<file path="src/rtl/onehot_encoder_32_5_pkg.sv">
// Shared types and widths for the one-hot / multi-hot index encoder.
//   MASK_W : width of the captured bit vector
//   IDX_W  : width of an emitted binary index
//   CNT_W  : width of the remaining-index counter (0..MASK_W)
//   state_e: controller states (IDLE, EMIT)
//   popcount(): number of set bits in a mask
package onehot_encoder_32_5_pkg;

  localparam int unsigned MASK_W = 32;
  localparam int unsigned IDX_W  = 5;
  localparam int unsigned CNT_W  = 6;

  typedef enum logic {
    IDLE = 1'b0,
    EMIT = 1'b1
  } state_e;

  // Number of set bits in v; used to seed the remaining-index counter on load.
  function automatic logic [CNT_W-1:0] popcount(input logic [MASK_W-1:0] v);
    logic [CNT_W-1:0] n;
    n = '0;
    for (int i = 0; i < int'(MASK_W); i++) begin
      n = n + CNT_W'(v[i]);
    end
    return n;
  endfunction

endpackage

</file>
<file path="src/rtl/onehot_encoder_32_5_priority_enc.sv">
// Combinational priority encoder over a 32-bit vector.
//   ORDER : 0 selects the lowest set bit, 1 selects the highest set bit
//   vec   : input vector
//   idx   : binary index of the selected bit (0 when vec is empty)
//   any   : high when at least one bit of vec is set
module priority_enc_32_5
  import onehot_encoder_32_5_pkg::*;
#(
  parameter int unsigned ORDER = 0
) (
  input  logic [MASK_W-1:0] vec,
  output logic [IDX_W-1:0]  idx,
  output logic              any
);

  // Later loop iterations win, so the scan direction sets the priority.
  always_comb begin
    idx = '0;
    any = |vec;
    if (ORDER == 0) begin
      for (int i = int'(MASK_W) - 1; i >= 0; i--) begin
        if (vec[i]) idx = IDX_W'(i);
      end
    end else begin
      for (int i = 0; i < int'(MASK_W); i++) begin
        if (vec[i]) idx = IDX_W'(i);
      end
    end
  end

endmodule

</file>
<file path="src/rtl/onehot_encoder_32_5.sv">
// Captures a 32-bit mask and emits the index of each set bit once, one per
// accepted valid/ready handshake, in lowest-first or highest-first order.
//   clock, ctrl_reset : clock and asynchronous active-high reset
//   load, mask_in     : capture request and mask (taken only while idle)
//   busy              : a captured mask is being emitted
//   idx_valid/ready   : handshake for idx_out
//   idx_out           : index of the currently selected pending bit
//   count             : indices not yet accepted
//   done              : one-cycle pulse after the last accept or an empty load
module onehot_encoder_32_5
  import onehot_encoder_32_5_pkg::*;
#(
  parameter int unsigned ORDER = 0
) (
  input  logic              clock,
  input  logic              ctrl_reset,
  input  logic              load,
  input  logic [MASK_W-1:0] mask_in,
  output logic              busy,
  output logic              idx_valid,
  input  logic              idx_ready,
  output logic [IDX_W-1:0]  idx_out,
  output logic [CNT_W-1:0]  count,
  output logic              done
);

  state_e            state;
  state_e            state_next;
  logic [MASK_W-1:0] pending;
  logic [CNT_W-1:0]  cnt;
  logic              done_r;
  logic [IDX_W-1:0]  sel_idx;
  logic              sel_any;
  logic [MASK_W-1:0] sel_mask;
  logic              load_take;
  logic              accept;
  logic              last;

  priority_enc_32_5 #(
    .ORDER(ORDER)
  ) u_enc (
    .vec(pending),
    .idx(sel_idx),
    .any(sel_any)
  );

  assign load_take = (state == IDLE) && load;
  assign accept    = (state == EMIT) && sel_any && idx_ready;
  assign last      = (cnt == CNT_W'(1));
  assign sel_mask  = MASK_W'(1) << sel_idx;

  // State register.
  always_ff @(posedge clock or posedge ctrl_reset) begin
    if (ctrl_reset) state <= IDLE;
    else            state <= state_next;
  end

  // Next state: an empty mask never enters EMIT; leave on the final accept.
  always_comb begin
    state_next = state;
    case (state)
      IDLE:    if (load && (mask_in != '0)) state_next = EMIT;
      EMIT:    if (accept && last)          state_next = IDLE;
      default: state_next = IDLE;
    endcase
  end

  // Outputs come from registers or from pending through the encoder only.
  always_comb begin
    busy      = (state == EMIT);
    idx_valid = (state == EMIT) && sel_any;
    idx_out   = sel_idx;
    count     = cnt;
    done      = done_r;
  end

  // Pending mask, remaining count and done pulse.
  always_ff @(posedge clock or posedge ctrl_reset) begin
    if (ctrl_reset) begin
      pending <= '0;
      cnt     <= '0;
      done_r  <= 1'b0;
    end else begin
      done_r <= 1'b0;
      if (load_take) begin
        pending <= mask_in;
        cnt     <= popcount(mask_in);
        done_r  <= (mask_in == '0);
      end else if (accept) begin
        pending <= pending & ~sel_mask;
        cnt     <= cnt - CNT_W'(1);
        done_r  <= last;
      end
    end
  end

endmodule
</file>
<file path="config.mk">
export PLATFORM = sky130hd
export DESIGN_NAME = onehot_encoder_32_5
export DESIGN_NICKNAME = d
export VERILOG_FILES = /design/src/rtl/onehot_encoder_32_5_pkg.sv /design/src/rtl/onehot_encoder_32_5_priority_enc.sv /design/src/rtl/onehot_encoder_32_5.sv
export SDC_FILE = /design/constraint.sdc
export NUM_CORES = 1
export LEC_CHECK = 0
export CAP_MARGIN = 20
export CELL_PAD_IN_SITES_DETAIL_PLACEMENT = 0
export CELL_PAD_IN_SITES_GLOBAL_PLACEMENT = 1
export CORE_UTILIZATION = 40
export DETAILED_ROUTE_END_ITERATION = 10
export PLACE_DENSITY_LB_ADDON = 0.1
export SLEW_MARGIN = 30
export SYNTH_ARGS = -nofsm -noshare
export SYNTH_HDL_FRONTEND = slang
export SYNTH_SLANG_ARGS = --single-unit
</file>
<file path="constraint.sdc">
create_clock -name clock -period 2.2 [get_ports clock]
set_input_delay 0.44 -clock clock [delete_from_list [all_inputs] [get_ports clock]]
set_output_delay 0.44 -clock clock [all_outputs]
set_load 0.02 [all_outputs]
</file>
Yosys cells after proc, flatten, opt, wreduce, memory -nomap -nowiden. Cells that the tools add are included.

Register bits after elaboration: 40. Bits of input ports: 36. Output and inout port bits: 14. Word-level logic and storage cells: 91.

$add $sub $neg: 32. Equal/unequal tests: 1. Shift operators: 1. Muxes and demuxes: 41. Bitwise gates (word level): 3. Reductions and logical operators: 9.

Operators by type and width (number): 5-bit two-way mux (32); 6-bit by 1-bit adder with 6-bit output (26); 32-bit two-way mux (2); 32-bit AND (1); 32-bit zero test (1); 32-bit inverter (1); 32-bit nonzero test (1); 32-bit OR reduction (1); 1-bit by 5-bit << shifter with 32-bit output (first input constant) (1); 6-bit two-way mux (2); 5-bit by 1-bit adder with 6-bit output (1); 6-bit by 1-bit equality test with 1-bit output (second input constant) (1); 6-bit by 1-bit subtractor with 6-bit output (second input constant) (1); 4-bit by 1-bit adder with 5-bit output (1); 1-bit logical AND (5); 3-bit by 1-bit adder with 4-bit output (1); 1-bit two-way mux (4); 2-bit by 1-bit adder with 3-bit output (1); 1-bit by 1-bit adder with 2-bit output (1); 1-bit one-hot mux with 2 select lines (1); 2-bit nonzero test (1); 1-bit inverter (1).

Logic depth before layout (Yosys ltp).
Depth in word-level cells: 37. Mapped depth: 19. Depth with buffers taken out: 19.

By module. A second synthesis with hierarchy kept.

Cells, all modules: 344. Area total of the unflattened synthesis: 3111.7 µm².

By module, submodules not included: onehot_encoder_32_5 (instances 1, cells each 279, area an instance 2726.4 µm², sequential area each 1001.0 µm²); priority_enc_32_5 (instances 1, cells each 65, area an instance 385.4 µm², sequential area each 0.0 µm²).

Least setup slack after synthesis. No wires, ideal clock.

Path type: in2reg. From: input port mask_in[23]. To: register cnt[4], in the netlist count[4]. Library setup time: 0.135 ns. Arrival: 4.501 ns. Data required time: 2.065 ns. Slack: -2.437 ns. Cell stages on the path: 19. Path buffers: 0. Path through: inv_1 fa_1 fa_1 inv_1 fa_1 inv_1 fa_1 fa_1 fa_1 inv_1 ha_1 inv_1 fa_1 inv_1 a21o_1 a21oi_1 xnor2_1 nand2_1 o21ai_0.

Cells in the longest elaborated chain, start to end: 10.

RTL lines: from (decl) (line onehot_encoder_32_5.sv:18) `input logic [MASK_W-1:0] mask_in,`; 6-bit by 1-bit adder with 6-bit output (9 in a row) (line onehot_encoder_32_5_pkg.sv:23) `n = n + CNT_W'(v[i]);`; 6-bit two-way mux (line onehot_encoder_32_5.sv:85) `if (load_take) begin`; to (signal assigned) (line onehot_encoder_32_5.sv:87) `cnt <= popcount(mask_in);`; to (signal assigned) (line onehot_encoder_32_5.sv:91) `cnt <= cnt - CNT_W'(1);`; to (decl) (line onehot_encoder_32_5.sv:30) `logic [CNT_W-1:0] cnt;`.

No other way between the ends. A chain may end at the register's enable or synchronous reset.

Final worst setup path.
From: input port mask_in[19]. To: register cnt[4], in the netlist count[4].

Cells in the longest elaborated chain, start to end: 14.

RTL lines (line): 6-bit by 1-bit adder with 6-bit output (13 in a row) (onehot_encoder_32_5_pkg.sv:23); 6-bit two-way mux (onehot_encoder_32_5.sv:85).

No other way between the ends.

==> impl_metrics.yaml <==
global_routing:
  antenna_found_initial: 0
  grt_first_pass_wirelength_um: 19100
  grt_max_degree: 49
  grt_overflow: 0
  track_usage_pct: 29.8
  grt_pass1_vias: 3617
sta:
  period_needed_ns: 4.51
  rsz0062_at_grt: "true"
  relSlewSlack_pct: 62.9
  setup_viol: 30
  hold_viol: 0
  worst_pin_slew_ns: 0.557
  finalClockSkew_ns: 0.0183
  period_share_pct: 205
  timing.final.ws_setup_ns: -2.31
  max_freq_mhz: 222
  final_max_slew_viol_count: 0
worst_setup_path:
  worstSetupPathType: "in -> reg"
  required_ns: 2.42
  worst_setup_path_start_kind: "input port"
  critPathMaxFanout: 2
  critPathCaptureType: "register"
  cp.arrival_ns: 4.73
cells_and_area:
  diodes: 0
  nNetsFinal: 599
  drive_gt1_share_pct: 48.1
  final_cell_mix: "buf_4, dfrtp_1, inv_1"
  syn2layout_area_growth_pct: 63.0
  layout_commonest_cell: "buf_4"
  design_area_um2: 5390
route:
  drt-initial-drc-count: 254
  m1WireLength_um: 5080
  drc_errors: 0
  dr_wl_met3_um: 793
  wl_um: 11900
  first_pass_iters: 4
  wl_met2_um: 5680
  postRouteAntennaNets: 0
  post_drt_wl_per_cell_um: 18.9
  via_per_inst: 5.53
  vias: 3496
  top_layer: "met4"
placed_design:
  port_buffers: 49
  post-place-ws_ns: -3.08
  gp_congestion: 0.918
  placed_cell_area_um2: 4820
  post-dp-hpwl_um: 9080
run:
  max-cap-violations: 0
clocking:
  cts_buffer_depth: 2
  root_buffer: "clkbuf_8"
  cts_sinks: 40
  clkLatencyLatePin_ns: 0.31
  cts_tree: "yes"
  postCtsHoldBufs: 0
  cts.clk_slew.worst_paths_ns: 0.09
  cts_max_level: 2
  cts_made_buffers: 5
logic_synthesis:
  ys_types: 62
  ys_seq_area_share_pct: 30.2
  synth_top_area_share_pct: 30.2
  async_flop_share_pct: 100
  syn_nets: 420
  yosysWarnings: 0
  synthFlopType: "dfrtp_1"
  ys_seq_elements: 40
  syn_inst: 350
  netlist_top_cells_area: "dfrtp_1, fa_1, inv_1"
  yosysTopAreaCell: "dfrtp_1"
  netlist_area_um2: 3310
  synth_edf_count: 0
  synth.avg_cell_area_um2: 9.46
floorplan:
  core_area_um2: 7850
  die_area_um2: 8640
  rows: 32
  start_util_pct: 42.2
  dieHeight_um: 93.0
  num_io_pins: 50
  die_w_um: 93.0
power:
  irDropWorstVdd_uv: 2360
  powerDensity_nw_per_um2: 1640
  leakagePower_uw: 0.00237
outcome:
  status: "finished with violations"
  violations: "setup timing"
worst_hold_path:
  hp-class: "in -> reg"
## repair_timing
| action | CTS | global route |
|---|---|---|
| buffers inserted | 13 | 4 |
| pin swaps | 33 | 44 |
| setup endpoints to repair | 30 | 45 |
| cloned | 1 | 0 |
| gates resized for setup | 137 | 63 |
## cell families (layout without fill, tap and decap cells)
group	Yosys count	count (layout)	synth area share, %
and+or+nand+nor	120	120	20.7
buffers and inverters	59	239	6.96
xor gates and xnor gates	8	8	2.12
AOI/OAI and AO/OA	77	77	18.1
muxes	12	12	3.63
adders and majority gates	34	34	18.3
DFF	40	40	30.2
## synthesized netlist by cell type, types with 2 or more instances
cell,n
a31oi_1,7
o22ai_1,5
nor2_1,29
a221o_1,2
o21ai_1,2
a221oi_2,6
inv_1,49
ha_1,10
nor3_1,7
nand4_1,5
clkbuf_1,4
o41ai_2,2
dfrtp_1,40
o31ai_1,3
or4_4,2
o21ai_0,9
a221oi_1,2
o31a_1,2
xnor2_1,8
or3_1,4
or4_1,3
nor3_2,2
nor2b_1,5
nand3_1,2
buf_1,3
fa_1,24
nand2_1,24
nor4_1,19
a21oi_1,20
a21o_1,3
mux2i_1,12
nand2b_1,3
and2_1,3
## routing by layer
metal	vias to the layer above	GRT usage [%]
li1	1610	-
met1	1709	40.6
met2	148	48.7
met3	29	4.11
met4	0	9.74
met5	-	0
## sequential cells by signal, indices dropped and copies added (netlist names)
| name | count |
|---|---|
| count | 6 |
| pending | 32 |
| done | 1 |
| busy | 1 |
## layout make-up
class | instances | area [um^2]
flip-flops and latches | 40 | 1010
multi-input cells | 251 | 2440
well taps | 102 | 128
fillers | 667 | 2450
clock inverters | 3 | 42.5
clock buffers | 5 | 68.8
inverters | 50 | 188
repair buffers | 181 | 1530
## final timing paths
path                                         start                 endpoint  slack (ns)  cells after the start
hold reg to reg            pending[23]$_DFFE_PP0P_  pending[23]$_DFFE_PP0P_        0.60                      2
min in group asynchronous               ctrl_reset  pending[25]$_DFFE_PP0P_        0.58                      3
setup reg to reg           pending[18]$_DFFE_PP0P_  pending[31]$_DFFE_PP0P_       -0.18                      9
setup / recovery                       mask_in[19]     count[4]$_DFFE_PP0P_       -2.31                     20
hold / removal                          mask_in[1]   pending[1]$_DFFE_PP0P_        0.45                      3
max in group asynchronous               ctrl_reset   pending[8]$_DFFE_PP0P_        1.20                      3
## power breakdown
part           internal (uW)  switching [uW]
registers               1100             446
logic                   3350            3330
clock network            336             291
total                   4790            4060
## per-stage QoR
| stage | hold WS, ns | std cells | utilization, % | setup TNS [ns] | power, uW |
|---|---|---|---|---|---|
| final | 0.452 | 632 | 68.7 | -15.08 | 8850 |
| after CTS | 0.519 | 632 | 66.9 | -15.63 | 8270 |
| after global placement | 0.564 | 612 | 61.5 | -19.04 | 6850 |
| after floorplan | 0.530 | 350 | - | -12.57 | 4570 |
| after global routing | 0.481 | 632 | 68.7 | -18.14 | 9530 |
| after detailed placement | 0.566 | 612 | 61.5 | -19.28 | 6960 |
## critical path, stage by stage
cell	delay, ns
buf_6	0.10
fa_1	0.57
inv_2	0.04
fa_1	0.48
inv_1	0.05
fa_1	0.49
inv_2	0.05
fa_1	0.50
fa_1	0.44
fa_1	0.51
inv_2	0.04
ha_4	0.15
inv_2	0.04
fa_2	0.20
inv_2	0.04
a21o_1	0.17
a21oi_2	0.15
xnor2_1	0.12
nand2_1	0.06
o21ai_1	0.07
Power figures use the tool's default switching activity.
